## config.mk

```make
export PLATFORM = sky130hd
export DESIGN_NAME = ps2_rx_sequencer_flat
export DESIGN_NICKNAME = d
export VERILOG_FILES = /design/src/rtl/ps2_rx_if.sv /design/src/rtl/ps2_rx_sequencer.sv /design/src/flat_wrapper.sv
export SDC_FILE = /design/constraint.sdc
export NUM_CORES = 1
export LEC_CHECK = 0
export ABC_AREA = 0
export CAP_MARGIN = 20
export CORE_MARGIN = 2
export CORE_UTILIZATION = 39
export DETAILED_ROUTE_END_ITERATION = 8
export GPL_TIMING_DRIVEN = 0
export PLACE_DENSITY = 0.53
export SYNTH_ARGS = -nofsm -noshare
export SYNTH_HDL_FRONTEND = slang
export SYNTH_SLANG_ARGS = --single-unit
```

## constraint.sdc

```tcl
create_clock -name clk -period 8.3 [get_ports clk]
set_input_delay 1.245 -clock clk [delete_from_list [all_inputs] [get_ports clk]]
set_output_delay 1.245 -clock clk [all_outputs]
set_load 0.01 [all_outputs]
```

## src/rtl/ps2_rx_if.sv

```systemverilog
// rtl/ps2_rx_if.sv - received-byte stream between PS/2 frame sequencer and scan-code decoder
interface ps2_rx_if;
   logic [7:0] rd_data;
   logic       rd_valid;
   logic       rd_ready;

   modport master (output rd_data, output rd_valid, input rd_ready);
   modport slave  (input rd_data, input rd_valid, output rd_ready);
endinterface

```

## src/rtl/ps2_rx_sequencer.sv

```systemverilog
// rtl/ps2_rx_sequencer.sv - PS/2 device-to-host frame receiver with error pulses and byte FIFO
module ps2_rx_sequencer #(
   parameter int TIMEOUT_CYCLES = 200000,
   parameter int FIFO_DEPTH     = 4
) (
   input  logic     clk,
   input  logic     resetn,
   input  logic     ps2_clk_db,
   input  logic     ps2_data_db,
   ps2_rx_if.master rd,
   output logic     rx_busy,
   output logic     parity_err,
   output logic     frame_err,
   output logic     timeout_err,
   output logic     overrun_err
);
   localparam logic [1:0] S_IDLE   = 2'd0;
   localparam logic [1:0] S_DATA   = 2'd1;
   localparam logic [1:0] S_PARITY = 2'd2;
   localparam logic [1:0] S_STOP   = 2'd3;

   localparam int AW = $clog2(FIFO_DEPTH);
   localparam int TW = (TIMEOUT_CYCLES > 1) ? $clog2(TIMEOUT_CYCLES) : 1;
   localparam logic [TW-1:0] TO_LAST  = TW'(TIMEOUT_CYCLES - 1);
   localparam logic [AW:0]   FULL_CNT = (AW+1)'(FIFO_DEPTH);

   logic [1:0]    state, state_next;
   logic          prev_clk;
   logic [2:0]    bit_cnt;
   logic [7:0]    shift_reg;
   logic          parity_bit;
   logic [TW-1:0] to_cnt;
   logic [7:0]    mem [FIFO_DEPTH];
   logic [AW-1:0] wr_ptr, rd_ptr;
   logic [AW:0]   count;

   logic fall, to_hit, fall_ok, stop_eval, par_ok, good, pop, push_ok;

   assign fall      = prev_clk & ~ps2_clk_db;
   assign to_hit    = (state != S_IDLE) && (to_cnt == TO_LAST);
   // A fall coinciding with the timeout is discarded along with the partial frame.
   assign fall_ok   = fall & ~to_hit;
   assign stop_eval = fall_ok && (state == S_STOP);
   assign par_ok    = ^{shift_reg, parity_bit};
   assign good      = stop_eval & par_ok & ps2_data_db;

   assign rd.rd_valid = (count != '0);
   assign rd.rd_data  = rd.rd_valid ? mem[rd_ptr] : 8'h00;
   assign pop         = rd.rd_valid & rd.rd_ready;
   assign push_ok     = good && ((count != FULL_CNT) || pop);

   always_comb begin
      state_next = state;
      if (to_hit) begin
         state_next = S_IDLE;
      end else if (fall) begin
         case (state)
            S_IDLE:   if (!ps2_data_db) state_next = S_DATA;
            S_DATA:   if (bit_cnt == 3'd7) state_next = S_PARITY;
            S_PARITY: state_next = S_STOP;
            default:  state_next = S_IDLE;
         endcase
      end
   end

   always_ff @(posedge clk) begin
      if (!resetn) begin
         state       <= S_IDLE;
         prev_clk    <= 1'b1;
         bit_cnt     <= 3'd0;
         shift_reg   <= 8'h00;
         parity_bit  <= 1'b0;
         to_cnt      <= '0;
         rx_busy     <= 1'b0;
         parity_err  <= 1'b0;
         frame_err   <= 1'b0;
         timeout_err <= 1'b0;
         overrun_err <= 1'b0;
         wr_ptr      <= '0;
         rd_ptr      <= '0;
         count       <= '0;
      end else begin
         prev_clk    <= ps2_clk_db;
         state       <= state_next;
         rx_busy     <= (state_next != S_IDLE);
         parity_err  <= stop_eval & ~par_ok;
         frame_err   <= stop_eval & par_ok & ~ps2_data_db;
         timeout_err <= to_hit;
         overrun_err <= good & ~push_ok;

         if ((state == S_IDLE) || fall || to_hit)
            to_cnt <= '0;
         else
            to_cnt <= to_cnt + TW'(1);

         if (fall_ok) begin
            case (state)
               S_IDLE:   bit_cnt <= 3'd0;
               S_DATA: begin
                  shift_reg <= {ps2_data_db, shift_reg[7:1]};
                  bit_cnt   <= bit_cnt + 3'd1;
               end
               S_PARITY: parity_bit <= ps2_data_db;
               default:  ;
            endcase
         end

         if (push_ok) wr_ptr <= wr_ptr + AW'(1);
         if (pop)     rd_ptr <= rd_ptr + AW'(1);
         case ({push_ok, pop})
            2'b10:   count <= count + (AW+1)'(1);
            2'b01:   count <= count - (AW+1)'(1);
            default: ;
         endcase
      end
   end

   always_ff @(posedge clk) begin
      if (resetn && push_ok) mem[wr_ptr] <= shift_reg;
   end
endmodule

```

## src/flat_wrapper.sv

```systemverilog
// flat-port wrapper written by rule: the top's interface ports become plain ports
module ps2_rx_sequencer_flat 
#(
   parameter int TIMEOUT_CYCLES = 200000,
   parameter int FIFO_DEPTH     = 4
)
  (clk, resetn, ps2_clk_db, ps2_data_db, rx_busy, parity_err, frame_err, timeout_err, overrun_err, rd_rd_data, rd_rd_valid, rd_rd_ready);
  ps2_rx_if rd_i ();
  input  logic clk;
  input  logic resetn;
  input  logic ps2_clk_db;
  input  logic ps2_data_db;
  output logic rx_busy;
  output logic parity_err;
  output logic frame_err;
  output logic timeout_err;
  output logic overrun_err;
  output wire logic [$bits(rd_i.rd_data)-1:0] rd_rd_data;
  output wire logic [$bits(rd_i.rd_valid)-1:0] rd_rd_valid;
  input wire logic [$bits(rd_i.rd_ready)-1:0] rd_rd_ready;
  assign rd_rd_data = rd_i.rd_data;
  assign rd_rd_valid = rd_i.rd_valid;
  assign rd_i.rd_ready = rd_rd_ready;
  ps2_rx_sequencer #(.TIMEOUT_CYCLES(TIMEOUT_CYCLES), .FIFO_DEPTH(FIFO_DEPTH)) u_core (.clk(clk), .resetn(resetn), .ps2_clk_db(ps2_clk_db), .ps2_data_db(ps2_data_db), .rd(rd_i), .rx_busy(rx_busy), .parity_err(parity_err), .frame_err(frame_err), .timeout_err(timeout_err), .overrun_err(overrun_err));
endmodule
```

Yosys cells after proc, flatten, opt, wreduce, memory -nomap -nowiden
Memory sizes are Yosys's and may differ from the RTL's. A register that Yosys moved wholly into a read port is not among the register bits.
Index checks and enable logic that the tools add are counted.
- add/subtract/negate cells: 6
- equal/unequal tests: 8
- muxes and demuxes: 12
- bitwise operators: 14
- reduce and logical (&&, ||, !) cells: 18
- operators by type and width (cell ; number):
    $add 18x1->18 const B ; 1
    $eq 18x18->1 const B ; 1
    $mux 2 ; 6
    $pmux 3 s2 ; 2
    $reduce_xor 9->1 ; 1
    $and 1x1->1 ; 8
    $mux 8 ; 1
    $reduce_bool 2->1 ; 4
    $add 3x1->3 const B ; 2
    $eq 2x2->1 const B ; 3
    $not 1->1 ; 6
    $pmux 2 s3 ; 1
    $reduce_and 2->1 ; 3
    $add 2x1->2 const B ; 2
    $eq 2x1->1 const B ; 2
    $logic_and 1x1->1 ; 4
    $eq 3x3->1 const B ; 1
    $logic_or 1x1->1 ; 3
    $ne 3x3->1 const B ; 1
    $reduce_bool 3->1 ; 1
    $sub 3x1->3 const B ; 1
    $logic_not 2->1 ; 1
    $mux 1 ; 2
    $reduce_or 2->1 ; 1
- bits in registers: 45
- memory bits (writable): 32
- input bits: 5
- output and inout port bits: 14
- logic and storage cells: 73
- memories: 1
- memory list (name ; words ; bits a word ; read ports ; clocked after memory_dff ; write ports ; RTL line ; source):
    u_core.mem ; 4 ; 8 ; 1 ; 1 ; 1 ; ps2_rx_sequencer.sv:33 ; logic [7:0] mem [FIFO_DEPTH];

Depth between registers and ports, before layout
- word-level depth: 11
- mapped depth: 12
- mapped depth without buffers: 11

Worst setup path before layout
OpenSTA, ideal clock, no wires.
- kind: input -> register
- from: in rd_rd_ready
- to: reg u_core.count[2]
- setup time: 0.071 ns
- arrival: 3.138 ns
- setup slack: 5.091 ns
- stages on the path: 10
- buffers on the path: 0
- path through: nor4b_1 -> nor2b_1 -> and4b_1 -> inv_1 -> ha_1 -> inv_1 -> fa_1 -> xor2_1 -> or3_1 -> a21oi_1
- longest elaborated chain between the ends: 5
- elaborated cells between the ends (all ways): 7
- ends and longest elaborated chain (what ; RTL line ; source):
    from (decl) ; flat_wrapper.sv:20 ; input wire logic [$bits(rd_i.rd_ready)-1:0] rd_rd_ready;
    $and 1x1->1 * ; ps2_rx_sequencer.sv:49 ; assign pop = rd.rd_valid & rd.rd_ready;
    $logic_or 1x1->1 ; ps2_rx_sequencer.sv:50 ; assign push_ok = good && ((count != FULL_CNT) || pop);
    $logic_and 1x1->1 ; ps2_rx_sequencer.sv:50 ;
    $eq 2x1->1 or $eq 2x2->1 (tied branches) ; ps2_rx_sequencer.sv:110 ; case ({push_ok, pop})
    $pmux 3 s2 or $reduce_bool 2->1 (tied branches) ; -- ;
    to (signal assigned) ; ps2_rx_sequencer.sv:111 ; 2'b10: count <= count + (AW+1)'(1);
    to (signal assigned) ; ps2_rx_sequencer.sv:112 ; 2'b01: count <= count - (AW+1)'(1);
    to (decl) ; ps2_rx_sequencer.sv:35 ; logic [AW:0] count;
Mark *: on every way between the ends. The rest lies on a longest branch, timed or not.
A chain may end at the register's enable or synchronous reset.

==> flow_summary.toml <==
[global_route]
grt_pass1_vias = 2013
grt_overflow = 0
gr-usage-all-layers = 0.1308
antenna_found_initial = 0
grt_max_degree = 15
grt_first_pass_wirelength_um = 9722

[clock_network]
clk_pin_slew_ps = 80
cts_made_buffers = 9
clk_latency_ps = 350
clock-sinks = 79
cts_tree = "done"
ctsResizeCount = 0
ctsHtreeMaxLevel = 3
hold_buffers = 0
postCtsSetupRepairBufs = 0
cts_root_buf = "clkbuf_8"
clockBufferDepth = 2

[sta]
setup_viol = 0
period_share = 0.4409
max_slew_margin = 0.5387
setup_slack_ps = 4641
worstMarginPinSlew_ps = 691.9
worst_clock_skew_ps = 8.420
grt_setup_unrepaired = "false"
period_minus_slack_ps = 3659
fmax_ghz = 0.2733
tns_ps = 0
slew_viol_final = 0
hold_violations = 0

[setup_path]
rrSetupSlack_ps = 5250
critPathMaxFanout = 8
reg2reg_depth = 12
critPathRequiredTime_ps = 7050
start_kind = "flop"
critPathCaptureType = "primary output"
critPathCapture = "rd_rd_data[7]"
critPathArrivalTime_ps = 2410
timing.rr.start = "u_core.state[0]"
crit_type = "flop to primary output"
r2r-end = "u_core.count[2]"

[flow_run]
maxCapViolations = 0

[layout]
fin_nets = 325
area_growth_pct = 14.71
layout-drive-gt1-share = 0.1171
finalNonFillerCells = 424
post-route-util = 0.4541
largest_reg_flops = 32
diodes = 0

[drt]
drc = 0
vias = 2042
via_per_inst = 4.816
dr.first_iter.drc_count = 66
drtPass1Iterations = 4
ant_nets = 0
wl_per_cell_um = 13.72
wirelength_um = 5816

[yosys]
avgSynthCellArea_um2 = 12.06
async_flop_share = 0
ys.flop_type = "dfxtp_1"
ys_warn_count = 0
synth_commonest_cells = "dfxtp_1 (47), nor2_1 (34), edfxtp_1 (32)"
syn-num-nets = 296
netlist_instances = 282
post-synth-top-count-cell = "dfxtp_1"
synth_top_family_by_area = "simple AND/OR/NAND/NOR gates"
synth_xor_area_frac = 0.07356
yosys.area_share.simple = 0.1894
ys_types = 41
ys_seq_elements = 79
synth_top_area_frac = 0.2825
synth_top_cell_by_area = "edfxtp_1"
synth_compound_gate_area_share = 0.02464
syn_area_mm2 = 0.003402
synthTopCellsByArea = "edfxtp_1 (28%), dfxtp_1 (28%), mux4_2 (5.3%)"
post_synth_fa_ha_maj_area_fraction = 0.03531
ys_seq_area_frac = 0.5590
synthMuxAreaShare = 0.08533
synth_edf_count = 32

[place]
placedCellCount = 408
hpwl_um = 4053
gp_congestion = 0.8118
port_buffers = 18
pre_cts_ws_ps = 4410

[floorplanning]
core_mm2 = 0.008593
rows = 34
ios = 19
initial_utilization = 0.3959
chipHeight_um = 97.40
die-area_mm2 = 0.009486
die_x_um = 97.40

[min_path]
min_path_type = "flop to flop"

[power_and_ir_drop]
power.leakage_nw = 1.252
power.density_mw_per_mm2 = 176.3
ir_worst_vdd_uv = 95.66
power_uw = 687.9

[status]
status = "completed"
## worst min path at each step
stage                                start          endpoint  slack (ps)  cells after the start
after floorplan           u_core.to_cnt[0]  u_core.to_cnt[0]         420                      1
after global placement    u_core.to_cnt[0]  u_core.to_cnt[0]         440                      1
after detailed placement  u_core.to_cnt[0]  u_core.to_cnt[0]         440                      1
after CTS                 u_core.to_cnt[0]  u_core.to_cnt[0]         460                      1
after global routing      u_core.to_cnt[0]  u_core.to_cnt[0]         480                      1
final                     u_core.to_cnt[0]  u_core.to_cnt[0]         450                      1
## through the flow
step	instance area [um^2]	hold slack, ps
finish	3902	453.9
global route	3902	476.3
CTS	3902	458.9
detailed placement	3717	438.6
global placement	3717	436.8
floorplan	3402	423.2
## where the power goes
part / switching [mW] / leakage (nW) / internal (mW) / total, mW
Sequential: 0.000805 / 0.650 / 0.402 / 0.402
Combinational: 0.00995 / 0.513 / 0.00674 / 0.0167
Clock: 0.141 / 0.0898 / 0.128 / 0.269
Total: 0.152 / 1.25 / 0.536 / 0.688
## placed cells by master, fill, tap and decap left out, types with 2 or more instances in the layout
cell,n
a211oi_1,3
nand2_1,11
nor2_2,2
inv_1,12
nand3_1,8
o21ai_0,3
nor3_1,4
clkdlybuf4s50_1,18
ha_1,8
a21oi_1,6
edfxtp_1,32
clkbuf_1,10
nand4_1,4
nor2b_1,5
nor2_4,8
or3_1,3
and3_1,7
nor2_1,34
mux4_2,8
dfxtp_1,47
clkbuf_8,9
nand2b_1,4
xnor2_1,16
and2_1,11
mux2i_1,11
xor2_1,10
## area by class of cell
type,count,area (um^2)
clock inverter,4,28.78
sequential,79,1902
timing repair buffer,18,180.2
fill,808,4691
tap,108,135.1
multi-input combinational,180,1389
inverter,12,45.04
buffer,11,66.31
clock buffer,12,156.4
## logic make-up (layout without fill, tap and decap cells)
| family | Yosys count | after routing |
|---|---|---|
| xor gates and xnor gates | 27 | 27 |
| and+or+nand+nor | 111 | 111 |
| AOI/OAI and AO/OA | 14 | 14 |
| adders and majority gates | 9 | 9 |
| muxes | 19 | 19 |
| buffers and inverters | 23 | 57 |
| DFF | 79 | 79 |
## per-layer routing
metal,vias to the layer above,track usage,part of all wire
met1,971,0.1603,0.47
li1,1039,-,-
met3,10,0.02950,0.028
met4,0,0.06410,0.023
met5,-,0,0
met2,22,0.2175,0.48
## worst max-delay path: stages (launching register included)
cell and delay [ps]:
dfxtp_1 310, clkbuf_1 530, mux4_2 580, and2_1 170
clkdlybuf4s50_1 470
Note: power is estimated with default switching activity, not from simulation.
